## src/rtl/alarm_controller.sv

```systemverilog
// Security-system core: collects keypad digits on Enter rises, checks them against
// a fixed passcode, and sequences DISARMED/EXIT/ARMED/ENTRY/ALARM with delay timers.
module alarm_controller #(
  parameter int                      CODE_LEN    = 4,
  parameter logic [2*CODE_LEN-1:0]   PASSCODE    = 8'b10_01_11_00,
  parameter int                      MAX_FAILS   = 3,
  parameter int                      EXIT_DELAY  = 25_000_000,
  parameter int                      ENTRY_DELAY = 25_000_000
) (
  input  logic       i_Clk,
  input  logic       i_Reset,
  input  logic [1:0] i_Code,
  input  logic       i_Enter,
  input  logic       i_Sensor,
  output logic [2:0] o_State,
  output logic       o_Armed,
  output logic       o_Alarm,
  output logic [2:0] o_Digit_Count,
  output logic [2:0] o_Fail_Count,
  output logic       o_Code_Ok,
  output logic       o_Code_Bad
);

  localparam int CNT_MAX = (EXIT_DELAY > ENTRY_DELAY) ? EXIT_DELAY : ENTRY_DELAY;
  localparam int CW      = (CNT_MAX > 1) ? $clog2(CNT_MAX) : 1;
  localparam int BW      = 2 * CODE_LEN - 2;

  typedef enum logic [2:0] {
    S_DISARMED = 3'd0,
    S_EXIT     = 3'd1,
    S_ARMED    = 3'd2,
    S_ENTRY    = 3'd3,
    S_ALARM    = 3'd4
  } state_t;

  state_t              r_State, w_State_Next;
  logic [CW-1:0]       r_Cnt, w_Cnt_Next;
  logic [BW-1:0]       r_Buf, w_Buf_Next;
  logic [2:0]          r_Digit_Count, w_Digit_Next;
  logic [2:0]          r_Fail_Count, w_Fail_Next;
  logic                r_Code_Ok, w_Ok_Next;
  logic                r_Code_Bad, w_Bad_Next;
  logic                r_Enter_D;

  logic [2*CODE_LEN-1:0] w_Word;
  logic                  w_Rise;
  logic                  w_Last;
  logic                  w_Good;
  logic                  w_Wrong;
  logic [2:0]            w_Fail_Inc;
  logic                  w_Max_Hit;

  // The previously captured digits sit in the upper bits of the entered word.
  assign w_Word     = {r_Buf, i_Code};
  assign w_Rise     = i_Enter & ~r_Enter_D;
  assign w_Last     = w_Rise && (r_Digit_Count == 3'(CODE_LEN - 1));
  assign w_Good     = w_Last && (w_Word == PASSCODE);
  assign w_Wrong    = w_Last && (w_Word != PASSCODE);
  assign w_Fail_Inc = (r_Fail_Count == 3'(MAX_FAILS)) ? r_Fail_Count : r_Fail_Count + 3'd1;
  assign w_Max_Hit  = w_Wrong && (w_Fail_Inc == 3'(MAX_FAILS));

  always_comb begin
    w_State_Next = r_State;
    w_Cnt_Next   = '0;
    w_Buf_Next   = r_Buf;
    w_Digit_Next = r_Digit_Count;
    w_Fail_Next  = r_Fail_Count;
    w_Ok_Next    = 1'b0;
    w_Bad_Next   = 1'b0;

    // Timer and sensor behaviour, lowest priority.
    case (r_State)
      S_EXIT: begin
        if (r_Cnt == '0) w_State_Next = S_ARMED;
        else             w_Cnt_Next   = r_Cnt - 1'b1;
      end
      S_ARMED: begin
        if (i_Sensor) begin
          w_State_Next = S_ENTRY;
          w_Cnt_Next   = CW'(ENTRY_DELAY - 1);
        end
      end
      S_ENTRY: begin
        if (r_Cnt == '0) w_State_Next = S_ALARM;
        else             w_Cnt_Next   = r_Cnt - 1'b1;
      end
      default: w_Cnt_Next = '0;
    endcase

    // Code results override timer and sensor outcomes.
    if (w_Good) begin
      w_Fail_Next = 3'd0;
      w_Ok_Next   = 1'b1;
      if (r_State == S_DISARMED) begin
        w_State_Next = S_EXIT;
        w_Cnt_Next   = CW'(EXIT_DELAY - 1);
      end else begin
        w_State_Next = S_DISARMED;
        w_Cnt_Next   = '0;
      end
    end else if (w_Wrong) begin
      w_Fail_Next = w_Fail_Inc;
      w_Bad_Next  = 1'b1;
      if (w_Max_Hit) begin
        w_State_Next = S_ALARM;
        w_Cnt_Next   = '0;
      end
    end

    if (w_Last) begin
      w_Digit_Next = 3'd0;
      w_Buf_Next   = '0;
    end else if (w_Rise) begin
      w_Digit_Next = r_Digit_Count + 3'd1;
      w_Buf_Next   = w_Word[BW-1:0];
    end
  end

  // Enter history resets high so a button held through reset is not a press.
  always_ff @(posedge i_Clk or posedge i_Reset) begin
    if (i_Reset) begin
      r_State       <= S_DISARMED;
      r_Cnt         <= '0;
      r_Buf         <= '0;
      r_Digit_Count <= 3'd0;
      r_Fail_Count  <= 3'd0;
      r_Code_Ok     <= 1'b0;
      r_Code_Bad    <= 1'b0;
      r_Enter_D     <= 1'b1;
    end else begin
      r_State       <= w_State_Next;
      r_Cnt         <= w_Cnt_Next;
      r_Buf         <= w_Buf_Next;
      r_Digit_Count <= w_Digit_Next;
      r_Fail_Count  <= w_Fail_Next;
      r_Code_Ok     <= w_Ok_Next;
      r_Code_Bad    <= w_Bad_Next;
      r_Enter_D     <= i_Enter;
    end
  end

  assign o_State       = r_State;
  assign o_Armed       = (r_State == S_ARMED) || (r_State == S_ENTRY);
  assign o_Alarm       = (r_State == S_ALARM);
  assign o_Digit_Count = r_Digit_Count;
  assign o_Fail_Count  = r_Fail_Count;
  assign o_Code_Ok     = r_Code_Ok;
  assign o_Code_Bad    = r_Code_Bad;

endmodule
```

## config.mk

```make
export PLATFORM = sky130hd
export DESIGN_NAME = alarm_controller
export DESIGN_NICKNAME = d
export VERILOG_FILES = /design/src/rtl/alarm_controller.sv
export SDC_FILE = /design/constraint.sdc
export NUM_CORES = 1
export LEC_CHECK = 0
export ABC_AREA = 1
export CORE_ASPECT_RATIO = 1.2
export CORE_MARGIN = 2
export CORE_UTILIZATION = 52
export DETAILED_ROUTE_END_ITERATION = 7
export GPL_ROUTABILITY_DRIVEN = 0
export PLACE_DENSITY = 0.74
export SLEW_MARGIN = 5
export SYNTH_ARGS = -nofsm -noshare
export SYNTH_HDL_FRONTEND = slang
export SYNTH_SLANG_ARGS = --single-unit
```

## constraint.sdc

```tcl
create_clock -name i_Clk -period 1.6 [get_ports i_Clk]
set_input_delay 0.32 -clock i_Clk [delete_from_list [all_inputs] [get_ports i_Clk]]
set_output_delay 0.32 -clock i_Clk [all_outputs]
set_load 0.02 [all_outputs]
```

==> flow_metrics.tcl, run 1 <==
set metrics [dict create \
    outcome "finished with violations" \
    violations "setup timing" \
    start_util_pct 53.32 \
    instances_no_fill 450 \
    die_area_mm2 0.005205 \
    cts_num_sinks 43 \
    rows 27 \
    synthesis.area_mm2 0.002414 \
    vias 2349 \
    antennaDiodeCount 0 \
    rsz0062_at_grt "yes" \
    syn-instance-count 314 \
    yosysTopAreaCell "dfrtp_1" \
    ant_nets 0 \
    tightest_slew_ns 0.3728 \
    ys_top_cells_by_area "dfrtp_1 (44%), nand2_1 (14%), nor2_1 (7.9%)" \
    slew_headroom_pct 75.15 \
    synthFlopType "dfrtp_1" \
    endpoint_kind "register" \
    setup_tns_ns -0.02297 \
    cts_root_buf "clkbuf_8" \
    async_reset_ff_share_pct 100.0 \
    via_per_inst 5.220 \
    period_needed_ns 1.614 \
    wl_per_cell_um 13.69 \
    drtIter0Drc 177 \
    antenna_found_initial 0 \
    io_pins 19 \
    synth_edf_count 0 \
    route.detailed.drc 0 \
    core_mm2 0.004527 \
    start_kind "register" \
    leakage_nw 1.953 \
    fp.dieW_um 66.19 \
    synth_common_cells "nand2_1 (90), nor2_1 (51), dfrtp_1 (42), inv_1 (37), nand3_1 (16)" \
    synthMostInstantiatedCell "nand2_1" \
    power.total_mw 2.674 \
    powerDensity_mw_per_mm2 787.4 \
    ys_seq_area_share_pct 44.63 \
    setup_viol 3 \
    syn_avg_cell_area_um2 7.687 \
    drive_gt1_share_pct 33.42 \
    ys_seq_elements 43 \
    routed_wl_um 6162 \
    ir_worst_vdd_mv 0.6973 \
    path_clk_slew_ns 0.09 \
    cts-htree-levels 2 \
    crit_type "register to register" \
    grt_first_pass_wirelength_um 9604 \
    synth.distinct_cells 33 \
    clkLatencyLatePin_ns 0.30 \
    die_h_um 78.63 \
    cp.arrival_ns 1.85 \
    areaGrowthSynthToFinish_pct 40.69 \
    grt_pass1_vias 2126 \
    io_buffers 18 \
    synth_top_area_share_pct 43.55 \
    utilization_pct 75.01 \
    drv_slew 0 \
    placed_cells 434 \
    hpwl_um 4168 \
    drv_cap 0 \
    crit_fanout 8 \
    worstHoldPathType "primary input to asynchronous set/reset pin" \
    grt_max_degree 30 \
    clock_path_buffers 2 \
    fmax_ghz 0.6198 \
    fillCellCount 319 \
    setup_ws_ns -0.01351 \
    gr-usage-all-layers_pct 24.03 \
    cts_buffers 5 \
    layout.nets 401 \
    crit_required_ns 1.83 \
    syn_nets 324 \
    skew_ns 0.01670 \
    place_ws_ns -0.2382 \
    yosys_warnings 0 \
    dr.pass1.iters 4 \
    fin_crit_sh_pct 100.8 \
    cts_tree "done" \
    hold_viol 0 \
    grt_overflow 0 \
]
==> report_power, final <==
group / total, mW / internal [mW] / switching (mW)
sequential: 1.27 / 1.19 / 0.0761
clock: 0.839 / 0.467 / 0.372
combinational: 0.568 / 0.264 / 0.305
total: 2.67 / 1.92 / 0.752
==> worst max-delay path, cell delays in order (launching register included) <==
cell,delay (ns)
dfrtp_1,0.37
inv_2,0.06
ha_4,0.17
nand2_4,0.10
nor2_8,0.05
nand2_4,0.08
nor2_4,0.05
buf_12,0.12
nor2_4,0.22
nand3_4,0.19
nor2_1,0.15
==> sequential cells by signal (all words and copies together) (netlist names) <==
register and cells:
o_Fail_Count 3, o_Code_Ok 1, r_Buf 6, o_State 3, o_Digit_Count 3, o_Code_Bad 1
r_Cnt 25, r_Enter_D 1
==> per-stage QoR <==
| step | hold WS [ns] | area, µm² |
|---|---|---|
| 2_1_floorplan | 0.3245 | 2447 |
| 3_3_place_gp | 0.4862 | 3050 |
| 3_5_place_dp | 0.4997 | 3050 |
| 4_1_cts | 0.3375 | 3204 |
| 5_1_grt | 0.3636 | 3396 |
| 6_report | 0.3384 | 3396 |
==> layout by cell type, fill, tap and decap left out, types with 2 or more instances in the layout <==
master,count
nand2_1,83
buf_4,51
dfrtp_1,37
inv_1,34
nor2_1,31
nor2_2,22
nand3_1,12
nand2_2,9
nor2_4,8
o21ai_0,8
xnor2_1,8
a22oi_1,7
clkdlybuf4s50_1,7
dlygate4sd2_1,7
nand4_1,5
xor2_1,5
clkbuf_8,5
dfrtp_2,5
inv_2,4
nand3_2,4
o22ai_1,3
nand2_4,3
buf_12,3
o21ai_2,2
nand3_4,2
o21bai_1,2
ha_4,2
clkbuf_1,2
dlymetal6s2s_1,2
==> path summary, 6_finish.rpt <==
kind,startpoint,to,depth (start not counted),slack [ns]
setup / recovery,r_Cnt[0]$_DFF_PP0_,r_Cnt[6]$_DFF_PP0_,10,-0.01
hold / removal,i_Reset,o_Digit_Count[2]$_DFFE_PP0P_,3,0.34
setup reg to reg,r_Cnt[0]$_DFF_PP0_,r_Cnt[6]$_DFF_PP0_,10,-0.01
hold reg to reg,o_Digit_Count[0]$_DFFE_PP0P_,o_Digit_Count[0]$_DFFE_PP0P_,1,0.51
max in group asynchronous,i_Reset,r_Cnt[22]$_DFF_PP0_,3,0.91
min in group i_Clk,i_Enter,r_Enter_D$_DFF_PP1_,1,0.47
==> area by class of cell <==
| class | count | area (µm²) | share of cell area, % |
|---|---|---|---|
| clock buffers | 7 | 76.32 | 2.248 |
| clock inverters | 1 | 30.03 | 0.8843 |
| inverters | 38 | 142.6 | 4.200 |
| multi-input cells | 230 | 1370 | 40.35 |
| flip-flops and latches | 43 | 1084 | 31.91 |
| well taps | 58 | 72.57 | 2.137 |
| repair buffers | 73 | 620.6 | 18.28 |
==> what timing repair did <==
item	CTS	global route
resized for setup	21	46
pin swaps	6	18
buffers inserted	1	6
hold buffers	0	0
endpoints found under the setup margin	35	32
endpoints found under the hold margin	0	0
cloned	1	0
==> kinds of logic (layout without fill, tap and decap cells) <==
kind of cell	count (synthesis)	after routing	synth area share, %
adder cells (fa/ha/maj)	4	4	2.074
multiplexers	1	1	0.4147
buffers and inverters	42	119	7.102
flip-flops	43	43	44.63
XOR/XNOR	15	15	5.443
AND/OR/NAND/NOR	184	185	33.90
AO/OA/AOI/OAI	25	25	6.428
==> per-layer routing <==
metal  GRT usage, %  wire [µm]  vias to the layer above
li1               -          -                     1136
met3          3.725        205                       10
met2          42.60       3294                       60
met5              0          0                        -
met4          8.367        119                        0
met1          29.07       2543                     1143
Note: power is estimated with default switching activity, not from simulation.
==> run 2: changes to the inputs <==
--- a/config.mk
+++ b/config.mk
@@ -8,10 +8,11 @@
 export ABC_AREA = 1
 export CORE_ASPECT_RATIO = 1.2
 export CORE_MARGIN = 2
-export CORE_UTILIZATION = 52
+export CORE_UTILIZATION = 58
+export CTS_CLUSTER_SIZE = 24
 export DETAILED_ROUTE_END_ITERATION = 7
 export GPL_ROUTABILITY_DRIVEN = 0
-export PLACE_DENSITY = 0.74
+export PLACE_DENSITY = 0.78
 export SLEW_MARGIN = 5
 export SYNTH_ARGS = -nofsm -noshare
 export SYNTH_HDL_FRONTEND = slang
==> constraint.sdc (replaced) <==
create_clock -name i_Clk -period 1.7 [get_ports i_Clk]
set_input_delay 0.34 -clock i_Clk [delete_from_list [all_inputs] [get_ports i_Clk]]
set_output_delay 0.34 -clock i_Clk [all_outputs]
set_load 0.02 [all_outputs]
==> run 2 against run 1 <==
Net effect:
- the flow still finishes with violations (setup timing)
- fmax decreased by 6.0%
- utilization increased by 8.1 points
- combinational power increased by 12%
- critical endpoint is now o_State[0]$_DFF_PP0_
- largest power group unchanged
==> flow_metrics.tcl, run 2 (synthesis results as in run 1) <==
set metrics [dict create \
    layout_top_registers "r_Cnt: 25 flops, r_Buf: 6 flops" \
    endpoint_kind "register" \
    layout_common_cells "nand2_1 (67), nor2_1 (42), dfrtp_1 (41), inv_1 (36), buf_4 (33)" \
    swShare_pct 27.34 \
    tightest_slew_ns 0.2976 \
    fin_crit_sh_pct 101.0 \
    outcome "finished with violations" \
    ant_nets 0 \
    die_h_um 74.67 \
    grt_overflow 0 \
    ir_worst_vdd_mv 0.7814 \
    crit_path_max_incr_delay_ns 0.38 \
    path_clk_slew_ns 0.08 \
    crit_fanout 4 \
    cts_tree "done" \
    largest_reg_flops 25 \
    crit_type "register to register" \
    via_per_inst 5.635 \
    antenna_found_initial 0 \
    rr_endpoint "o_State[0]$_DFF_PP0_" \
    place_area_mm2 0.002897 \
    utilization_pct 83.12 \
    timing.critical_path.buf_inv 2 \
    finalInstanceArea_mm2 0.003302 \
    dr_wl_met3_um 312 \
    hold_viol 0 \
    route.detailed.drc 0 \
    fmax_ghz 0.5823 \
    critPathSlowestCell "dfrtp_1" \
    powerDensity_mw_per_mm2 840.4 \
    setup_viol 3 \
    power_frac_clock_pct 33.8 \
    layout_commonest_cell "nand2_1" \
    r2r_slack_ns -0.02 \
    leakage_nw 1.909 \
    dr.pass1.iters 5 \
    min_to "r_Buf[1]$_DFFE_PP0P_" \
    clkLatencyLatePin_ns 0.30 \
    wl_met2_um 3433 \
    routed_wl_um 6506 \
    io_pins 19 \
    clock_path_buffers 2 \
    top_layer "met4" \
    drv_cap 0 \
    p_sw_mw 0.7587 \
    setup_tns_ns -0.04118 \
    start_kind "register" \
    grt_first_pass_wirelength_um 9094 \
    cts_num_sinks 43 \
    drtIter0Drc 190 \
    rr_worst_depth 10 \
    vias 2423 \
    cts_buffers 5 \
    hold_start "i_Code[1]" \
    skew_ns 0.007263 \
    rows 25 \
    gr-usage-all-layers_pct 24.99 \
    die_area_mm2 0.004695 \
    grt_pass1_vias 2092 \
    drv_slew 0 \
    grt_max_degree 44 \
    hpwl_um 3898 \
    violations "setup timing" \
    cp.arrival_ns 1.89 \
    antennaDiodeCount 0 \
    crit_cells 10 \
    worstHoldPathType "primary input to register" \
    whs_path_depth 3 \
    areaGrowthSynthToFinish_pct 36.81 \
    regMostFlops "r_Cnt" \
    m1WireLength_um 2375 \
    cp_cell_sequence "inv_1 -> ha_2 -> nand2_2 -> nor2_8 -> nand2_4 -> nor2_4 -> buf_4 -> nand2_1 -> a21boi_1 -> o21ai_0" \
    pwr-share-comb_pct 23.0 \
    drive_gt1_share_pct 28.99 \
    wl_per_cell_um 15.13 \
    core_mm2 0.003973 \
    period_needed_ns 1.717 \
    io_buffers 18 \
    rsz0062_at_grt "yes" \
    cts-htree-levels 2 \
    setup_ws_ns -0.01720 \
    whs_ns 0.3431 \
    cts_root_buf "clkbuf_8" \
    p_int_mw 2.016 \
    fp.dieW_um 62.89 \
    start_util_pct 60.76 \
    ctsHoldBuffers 0 \
    place_ws_ns -0.2501 \
    layout.nets 385 \
    cpLargestDelayFamily "simple AND/OR/NAND/NOR gates" \
    slew_headroom_pct 79.97 \
    seq_power_share_pct 43.2 \
    crit_required_ns 1.87 \
    rr_startpoint "r_Cnt[0]$_DFF_PP0_" \
]
## run 2: changes by cell type in the layout (fill, tap and decap cells not counted), moves of 4 or more
cell,previous run,this run
buf_4,51,33
dlygate4sd2_1,7,3
nand2_1,83,67
dfrtp_2,5,1
nor2_2,22,14
nor2_1,31,42
dfrtp_1,37,41
nand2_2,9,25
clkdlybuf4s50_1,7,12
nand3_1,12,16
## run 2: how the worst max path moves through the flow
stage                                       from                    to  slack, ns
finish                        r_Cnt[0]$_DFF_PP0_  o_State[0]$_DFF_PP0_      -0.02
global route                  r_Cnt[0]$_DFF_PP0_   r_Cnt[14]$_DFF_PP0_      -0.16
CTS                          r_Cnt[12]$_DFF_PP0_  o_State[0]$_DFF_PP0_      0.001
detailed placement                     i_Code[0]    r_Cnt[3]$_DFF_PP0_      -0.25
global placement                       i_Code[0]    r_Cnt[5]$_DFF_PP0_      -0.18
floorplan           o_Digit_Count[1]$_DFFE_PP0P_   r_Cnt[24]$_DFF_PP0_       0.02
## run 2: timing repair
action / CTS / global route
buffers inserted: 1 / 6
gates resized for setup: 5 / 51
setup endpoints to repair: 29 / 28
pin swaps: 1 / 20
gates cloned: 0 / 3
## run 2: layer usage
metal / track usage [%] / vias up
met1: 27.51 / 1156
met2: 47.40 / 120
met5: 0 / -
met4: 13.09 / 0
li1: - / 1107
met3: 3.587 / 40
## run 2: worst register-to-register path: stages, from the launching register on
cell and delay [ns]:
dfrtp_1 0.38, inv_1 0.09, ha_2 0.20, nand2_2 0.11
nor2_8 0.14, nand2_4 0.08, nor2_4 0.17, buf_4 0.14
nand2_1 0.04, a21boi_1 0.13, o21ai_0 0.10
## run 2: final cells by class
class                           instances  area (µm²)
Clock buffer                            6       72.57
Inverter                               38       146.4
Timing Repair Buffer                   57       554.3
Tap cell                               54       67.56
Multi-Input combinational cell        230        1323
Fill cell                             236       670.6
Sequential cell                        43        1079
Clock inverter                          2       60.06
## run 2: power by group through the flow
stage	Combinational, mW	Clock, mW	Sequential (mW)
CTS	0.491	0.955	1.18
detailed placement	0.489	0	1.20
global route	0.702	0.989	1.21
floorplan	0.222	0	1.25
finish	0.638	0.939	1.20
global placement	0.471	0	1.20
## run 2: through the flow
stage | total power [mW] | cells
after floorplan | 1.477 | 314
after global placement | 1.669 | 412
after detailed placement | 1.689 | 412
after CTS | 2.628 | 421
after global routing | 2.898 | 430
final | 2.775 | 430
==> run 3: changes to the inputs <==
--- a/config.mk
+++ b/config.mk
@@ -8,11 +8,11 @@
 export ABC_AREA = 1
 export CORE_ASPECT_RATIO = 1.2
 export CORE_MARGIN = 2
-export CORE_UTILIZATION = 58
+export CORE_UTILIZATION = 45
 export CTS_CLUSTER_SIZE = 24
 export DETAILED_ROUTE_END_ITERATION = 7
 export GPL_ROUTABILITY_DRIVEN = 0
-export PLACE_DENSITY = 0.78
+export PLACE_DENSITY = 0.63
 export SLEW_MARGIN = 5
 export SYNTH_ARGS = -nofsm -noshare
 export SYNTH_HDL_FRONTEND = slang
==> run 3 against run 2 <==
Net effect:
- fmax is 5.1% higher
- register-to-register slack better by 0.097 ns
- critical path depth is 9 lower
- the run now ends clean
- combinational power is 19% lower
- routed wire length is 19% lower
- largest cell class unchanged
- via count is 11% lower
- highest routed layer unchanged
==> flow_metrics.tcl, run 3 (synthesis results as in run 1) <==
set metrics [dict create \
    pwr-share-comb_pct 21.6 \
    rr_worst_depth 11 \
    drive_gt1_share_pct 23.40 \
    outcome "finished clean" \
    setup_viol 0 \
    drv_slew 0 \
    via_per_inst 4.906 \
    powerDensity_mw_per_mm2 761.0 \
    routed_wl_um 5263 \
    r2r_slack_ns 0.08 \
    drtIter0Drc 202 \
    wl_per_cell_um 12.02 \
    vias 2149 \
    cts_num_sinks 43 \
    fmax_ghz 0.6118 \
    rows 29 \
    crit_type "register to output port" \
    grt_pass1_vias 2043 \
    finalInstanceArea_mm2 0.003153 \
    cts_tree "done" \
    drv_cap 0 \
    crit_path_max_incr_delay_ns 0.62 \
    grt_max_degree 44 \
    core_mm2 0.005225 \
    regMostFlops "r_Cnt" \
    whs_ns 0.3684 \
    endpoint_kind "output port" \
    grt_overflow 0 \
    antennaDiodeCount 0 \
    grt_first_pass_wirelength_um 9004 \
    worstHoldPathType "primary input to asynchronous set/reset pin" \
    place_area_mm2 0.002902 \
    clkLatencyLatePin_ns 0.30 \
    dr.pass1.iters 5 \
    period_needed_ns 1.635 \
    io_buffers 18 \
    critPathSlowestCell "clkdlybuf4s50_1" \
    cpLargestDelayFamily "buffers and inverters" \
    die_h_um 84.23 \
    clock_path_buffers 2 \
    layout.nets 385 \
    hpwl_um 3878 \
    leakage_nw 1.842 \
    cts_root_buf "clkbuf_8" \
    skew_ns 0.01084 \
    ant_nets 0 \
    p_int_mw 1.692 \
    areaGrowthSynthToFinish_pct 30.64 \
    cp_cell_sequence "clkdlybuf4s50_1" \
    power_frac_clock_pct 29.3 \
    start_kind "register" \
    fp.dieW_um 70.86 \
    gr-usage-all-layers_pct 18.69 \
    rr_startpoint "r_Cnt[14]$_DFF_PP0_" \
    layout_top_registers "r_Cnt: 25 flops, r_Buf: 6 flops" \
    swShare_pct 29.49 \
    rsz0062_at_grt "yes" \
    tightest_slew_ns 0.2551 \
    p_sw_mw 0.7077 \
    layout_commonest_cell "nand2_1" \
    timing.critical_path.buf_inv 1 \
    hold_viol 0 \
    ir_worst_vdd_mv 0.6814 \
    seq_power_share_pct 49.1 \
    largest_reg_flops 25 \
    start_util_pct 46.19 \
    cts_buffers 5 \
    slew_headroom_pct 82.86 \
    io_pins 19 \
    crit_fanout 2 \
    die_area_mm2 0.005968 \
    ctsHoldBuffers 0 \
    cts-htree-levels 2 \
    cp.arrival_ns 1.29 \
    layout_common_cells "nand2_1 (85), nor2_1 (44), dfrtp_1 (41), buf_4 (37), inv_1 (35)" \
    rr_endpoint "r_Cnt[20]$_DFF_PP0_" \
    path_clk_slew_ns 0.09 \
    antenna_found_initial 0 \
    fin_crit_sh_pct 96.15 \
    route.detailed.drc 0 \
    crit_required_ns 1.36 \
]
==> run 3: cell count changes in the layout (fill, tap and decap cells not counted), moves of 2 or more <==
cell,delta
ha_1,+2
nand2_1,+18
bufinv_16,-2
clkbuf_16,-2
nand2_2,-17
nor2_2,-5
nor2_4,+2
buf_4,+4
nor2_1,+2
==> run 3: stage by stage <==
stage	worst slack (ns)	util (%)	TNS [ns]	total power, mW	cells
6_report	0.06548	60.34	0	2.399	438
2_1_floorplan	0.02429	-	0	1.477	314
3_5_place_dp	-0.2337	55.53	-4.947	1.678	421
3_3_place_gp	-0.1983	55.53	-4.092	1.674	421
4_1_cts	0.01952	57.81	0	2.376	430
5_1_grt	-0.03108	60.34	-0.1707	2.533	438
==> run 3: worst max-delay path by stage <==
| stage | cells past startpoint | start | slack [ns] | end |
|---|---|---|---|---|
| 6_report | 1 | o_Fail_Count[2]$_DFFE_PP0P_ | 0.07 | o_Fail_Count[2] |
| 5_1_grt | 11 | r_Cnt[20]$_DFF_PP0_ | -0.03 | r_Cnt[21]$_DFF_PP0_ |
| 4_1_cts | 4 | o_State[0]$_DFF_PP0_ | 0.02 | o_Alarm |
| 3_5_place_dp | 10 | i_Code[0] | -0.23 | r_Cnt[19]$_DFF_PP0_ |
| 3_3_place_gp | 10 | i_Code[0] | -0.20 | r_Cnt[2]$_DFF_PP0_ |
| 2_1_floorplan | 10 | o_Digit_Count[1]$_DFFE_PP0P_ | 0.02 | r_Cnt[24]$_DFF_PP0_ |
==> run 3: cell type report <==
cell class	count	area (µm²)
sequential	43	1079
inverter	38	142.6
clock inverter	2	16.27
multi-input combinational	229	1245
fill	461	2072
clock buffer	6	82.58
tap	62	77.57
timing repair buffer	58	510.5
==> run 3: power by group through the flow <==
stage               Clock, mW  Combinational [mW]  Sequential (mW)
floorplan                   0               0.222             1.25
global placement            0               0.475             1.20
detailed placement          0               0.484             1.19
CTS                     0.718               0.481             1.18
global route            0.754               0.591             1.19
finish                  0.704               0.519             1.18
==> run 3: routing by layer <==
metal	track usage [%]	vias up	wire length, µm
met5	0	-	0
met4	5.832	0	74
met3	3.721	9	194
met2	32.88	51	2656
met1	22.90	982	2337
li1	-	1107	-
==> run 3: repair_timing <==
action	4_1_cts	5_1_grt
pin swaps	1	8
setup buffers	1	8
hold endpoints to repair	0	0
resized for setup	7	26
endpoints found under the setup margin	30	29
==> RTL edit (config.mk and constraints of run 1) <==
Change the parameter `ENTRY_DELAY` from 25_000_000 to 12_500_000.
--- a/src/rtl/alarm_controller.sv
+++ b/src/rtl/alarm_controller.sv
@@ -5,7 +5,7 @@
   parameter logic [2*CODE_LEN-1:0]   PASSCODE    = 8'b10_01_11_00,
   parameter int                      MAX_FAILS   = 3,
   parameter int                      EXIT_DELAY  = 25_000_000,
-  parameter int                      ENTRY_DELAY = 25_000_000
+  parameter int                      ENTRY_DELAY = 12_500_000
 ) (
   input  logic       i_Clk,
   input  logic       i_Reset,
Formal check against the unedited RTL: no difference found for any inputs over 10 cycles, from zero or initial values and one cycle with i_Reset high; that may be too few to reach the edited logic, so the function may still have changed.
==> RTL edit against run 1 <==
  * The flow still finishes with violations (setup timing)
  * Combinational power rose by 24%
  * Design area increased by 6.9%
  * Wire length rose by 14%
  * Synthesized area rose by 1.9%
  * Worst setup slack got worse by 0.060 ns
  * Die area rose by 1.8%
  * Total power down 0.20%
  * Sequential cell count is the same
  * Hold slack gained 0.0044 ns
==> RTL edit: results (changes against run 1) <==
<table>
<tr><th>Metric</th><th>Value</th></tr>
<tr><th colspan="2">Status</th></tr>
<tr><td>Outcome</td><td>complete, but fails checks (unchanged)</td></tr>
<tr><td>Violations in the final reports</td><td>setup timing (unchanged)</td></tr>
<tr><th colspan="2">Detailed routing</th></tr>
<tr><td>Average wire length per cell after detail routing</td><td>15.1 µm (was 13.7 µm)</td></tr>
<tr><td>Met2 WL</td><td>3.75 mm (was 3.29 mm)</td></tr>
<tr><td>Number of DRC violations after detailed-routing iteration 0</td><td>155 (was 177)</td></tr>
<tr><td>Total number of vias</td><td>2493 (was 2349)</td></tr>
<tr><td>Met3 Wirelength</td><td>215 µm (was 205 µm)</td></tr>
<tr><td>Met1 wire length</td><td>2.78 mm (was 2.54 mm)</td></tr>
<tr><th colspan="2">GRT</th></tr>
<tr><td>Gr usage total</td><td>0.258 (was 0.240)</td></tr>
<tr><td>Maximum number of pins on one net before global-route repair</td><td>44 (was 30)</td></tr>
<tr><th colspan="2">Worst setup path</th></tr>
<tr><td>Source of the worst register-to-register timing path</td><td>r_Cnt[6] (was r_Cnt[0])</td></tr>
<tr><td>FF-to-FF End</td><td>r_Cnt[22] (was r_Cnt[6])</td></tr>
<tr><td>Largest fanout on the critical path</td><td>7 (was 8)</td></tr>
<tr><td>Worst r2r path cells</td><td>9 (was 10)</td></tr>
<tr><th colspan="2">Layout</th></tr>
<tr><td>Final net count</td><td>418 (was 401)</td></tr>
<tr><td>Filler cell count in the final layout</td><td>288 (was 319)</td></tr>
<tr><th colspan="2">Timing</th></tr>
<tr><td># setup viols final</td><td>19 (was 3)</td></tr>
<tr><td>Post-layout worst setup margin</td><td>-0.0731 ns (was -0.0135 ns)</td></tr>
<tr><td>Actual transition at the worst max-transition pin</td><td>0.278 ns (was 0.373 ns)</td></tr>
<tr><th colspan="2">Placed design</th></tr>
<tr><td>Hpwl dp</td><td>4.42 mm (was 4.17 mm)</td></tr>
<tr><td>Place WS</td><td>-0.354 ns (was -0.238 ns)</td></tr>
<tr><th colspan="2">Power and ir drop</th></tr>
<tr><td>Worst vdd rail ir drop</td><td>0.000798 V (was 0.000697 V)</td></tr>
<tr><th colspan="2">Yosys</th></tr>
<tr><td>Top cell types by occurrence after synthesis</td><td>75 x nand2_1, 47 x nor2_1, 42 x dfrtp_1 (was 90 x nand2_1, 51 x nor2_1, 42 x dfrtp_1)</td></tr>
<tr><td>Number of nets produced by synthesis</td><td>323 (was 324)</td></tr>
<tr><td>Sequential cell area fraction in the yosys report</td><td>0.438 (was 0.446)</td></tr>
</table>
-- RTL edit: cell types whose count changed in the layout (fill, tap and decap cells not counted), moves of 4 or more --
cell / change
nor2_1: +4
buf_4: +14
nand2_2: +7
o21ai_0: -4
nor2_2: -10
nand2_1: -23
a21oi_2: +4
o21ai_1: +6
-- RTL edit: power by group --
part,internal [W],total [W],switching [W]
sequential,0.00120,0.00128,0.0000802
clock,0.000299,0.000687,0.000388
combinational,0.000343,0.000705,0.000362
total,0.00184,0.00267,0.000830
-- RTL edit: area by class of cell --
cell class / instances / area, µm² / area share
multi-input cells: 225 / 1440 / 0.395
flip-flops and latches: 43 / 1080 / 0.298
repair buffers: 91 / 787 / 0.217
inverters: 41 / 161 / 0.0445
well taps: 58 / 72.6 / 0.0200
clock buffers: 5 / 68.8 / 0.0190
clock inverters: 3 / 15.0 / 0.00414
repair inverters: 1 / 8.76 / 0.00241
-- RTL edit: what timing repair did --
item / CTS / global route
resized for setup: 32 / 53
gates cloned: 0 / 1
setup endpoints to repair: 34 / 28
setup buffers: 5 / 8
pin swaps: 6 / 26
-- RTL edit: how the worst max path moves through the flow --
stage                    startpoint        end  slack (ns)  cells past startpoint
floorplan           o_Fail_Count[0]   r_Cnt[3]       0.002                     11
global placement          i_Code[0]   r_Cnt[0]       -0.32                     10
detailed placement        i_Code[0]  r_Cnt[24]       -0.35                      8
CTS                 o_Fail_Count[1]  r_Cnt[17]       0.002                      8
global route               r_Cnt[6]  r_Cnt[22]       -0.14                      9
finish                     r_Cnt[6]  r_Cnt[22]       -0.07                      9
-- RTL edit: critical path: stages, from the launching register on --
cell     delay (ns)
dfrtp_1        0.42
nor2_1         0.17
nand2_2        0.11
nor2_8         0.13
nand2_4        0.07
buf_6          0.14
o21ai_4        0.27
nor2_1         0.08
o21ai_1        0.09
nand2_1        0.08
-- RTL edit: cells by family (layout without fill, tap and decap cells) --
group	after synthesis	in the layout	share of synthesized area
compound gates	34	34	0.0845
xor+xnor	11	11	0.0392
fa+ha+maj	4	4	0.0204
buf+inv	45	141	0.0768
flops	43	43	0.438
mux	1	1	0.00407
simple gates	175	175	0.337
-- RTL edit: layer usage --
metal / vias up / track usage
li1: 1193 / -
met1: 1200 / 0.304
met2: 71 / 0.469
met5: - / 0
met4: 0 / 0.0878
met3: 29 / 0.0382
-- RTL edit: stage by stage --
step | area, µm² | hold WS [ns] | util | setup TNS (ns) | std cells
2_1_floorplan | 2500 | 0.324 | - | 0 | 313
3_5_place_dp | 3200 | 0.492 | 0.703 | -8.58 | 445
6_report | 3630 | 0.343 | 0.796 | -0.426 | 467
4_1_cts | 3420 | 0.366 | 0.750 | 0 | 458
5_1_grt | 3630 | 0.419 | 0.796 | -1.59 | 467
3_3_place_gp | 3200 | 0.488 | 0.703 | -7.72 | 445
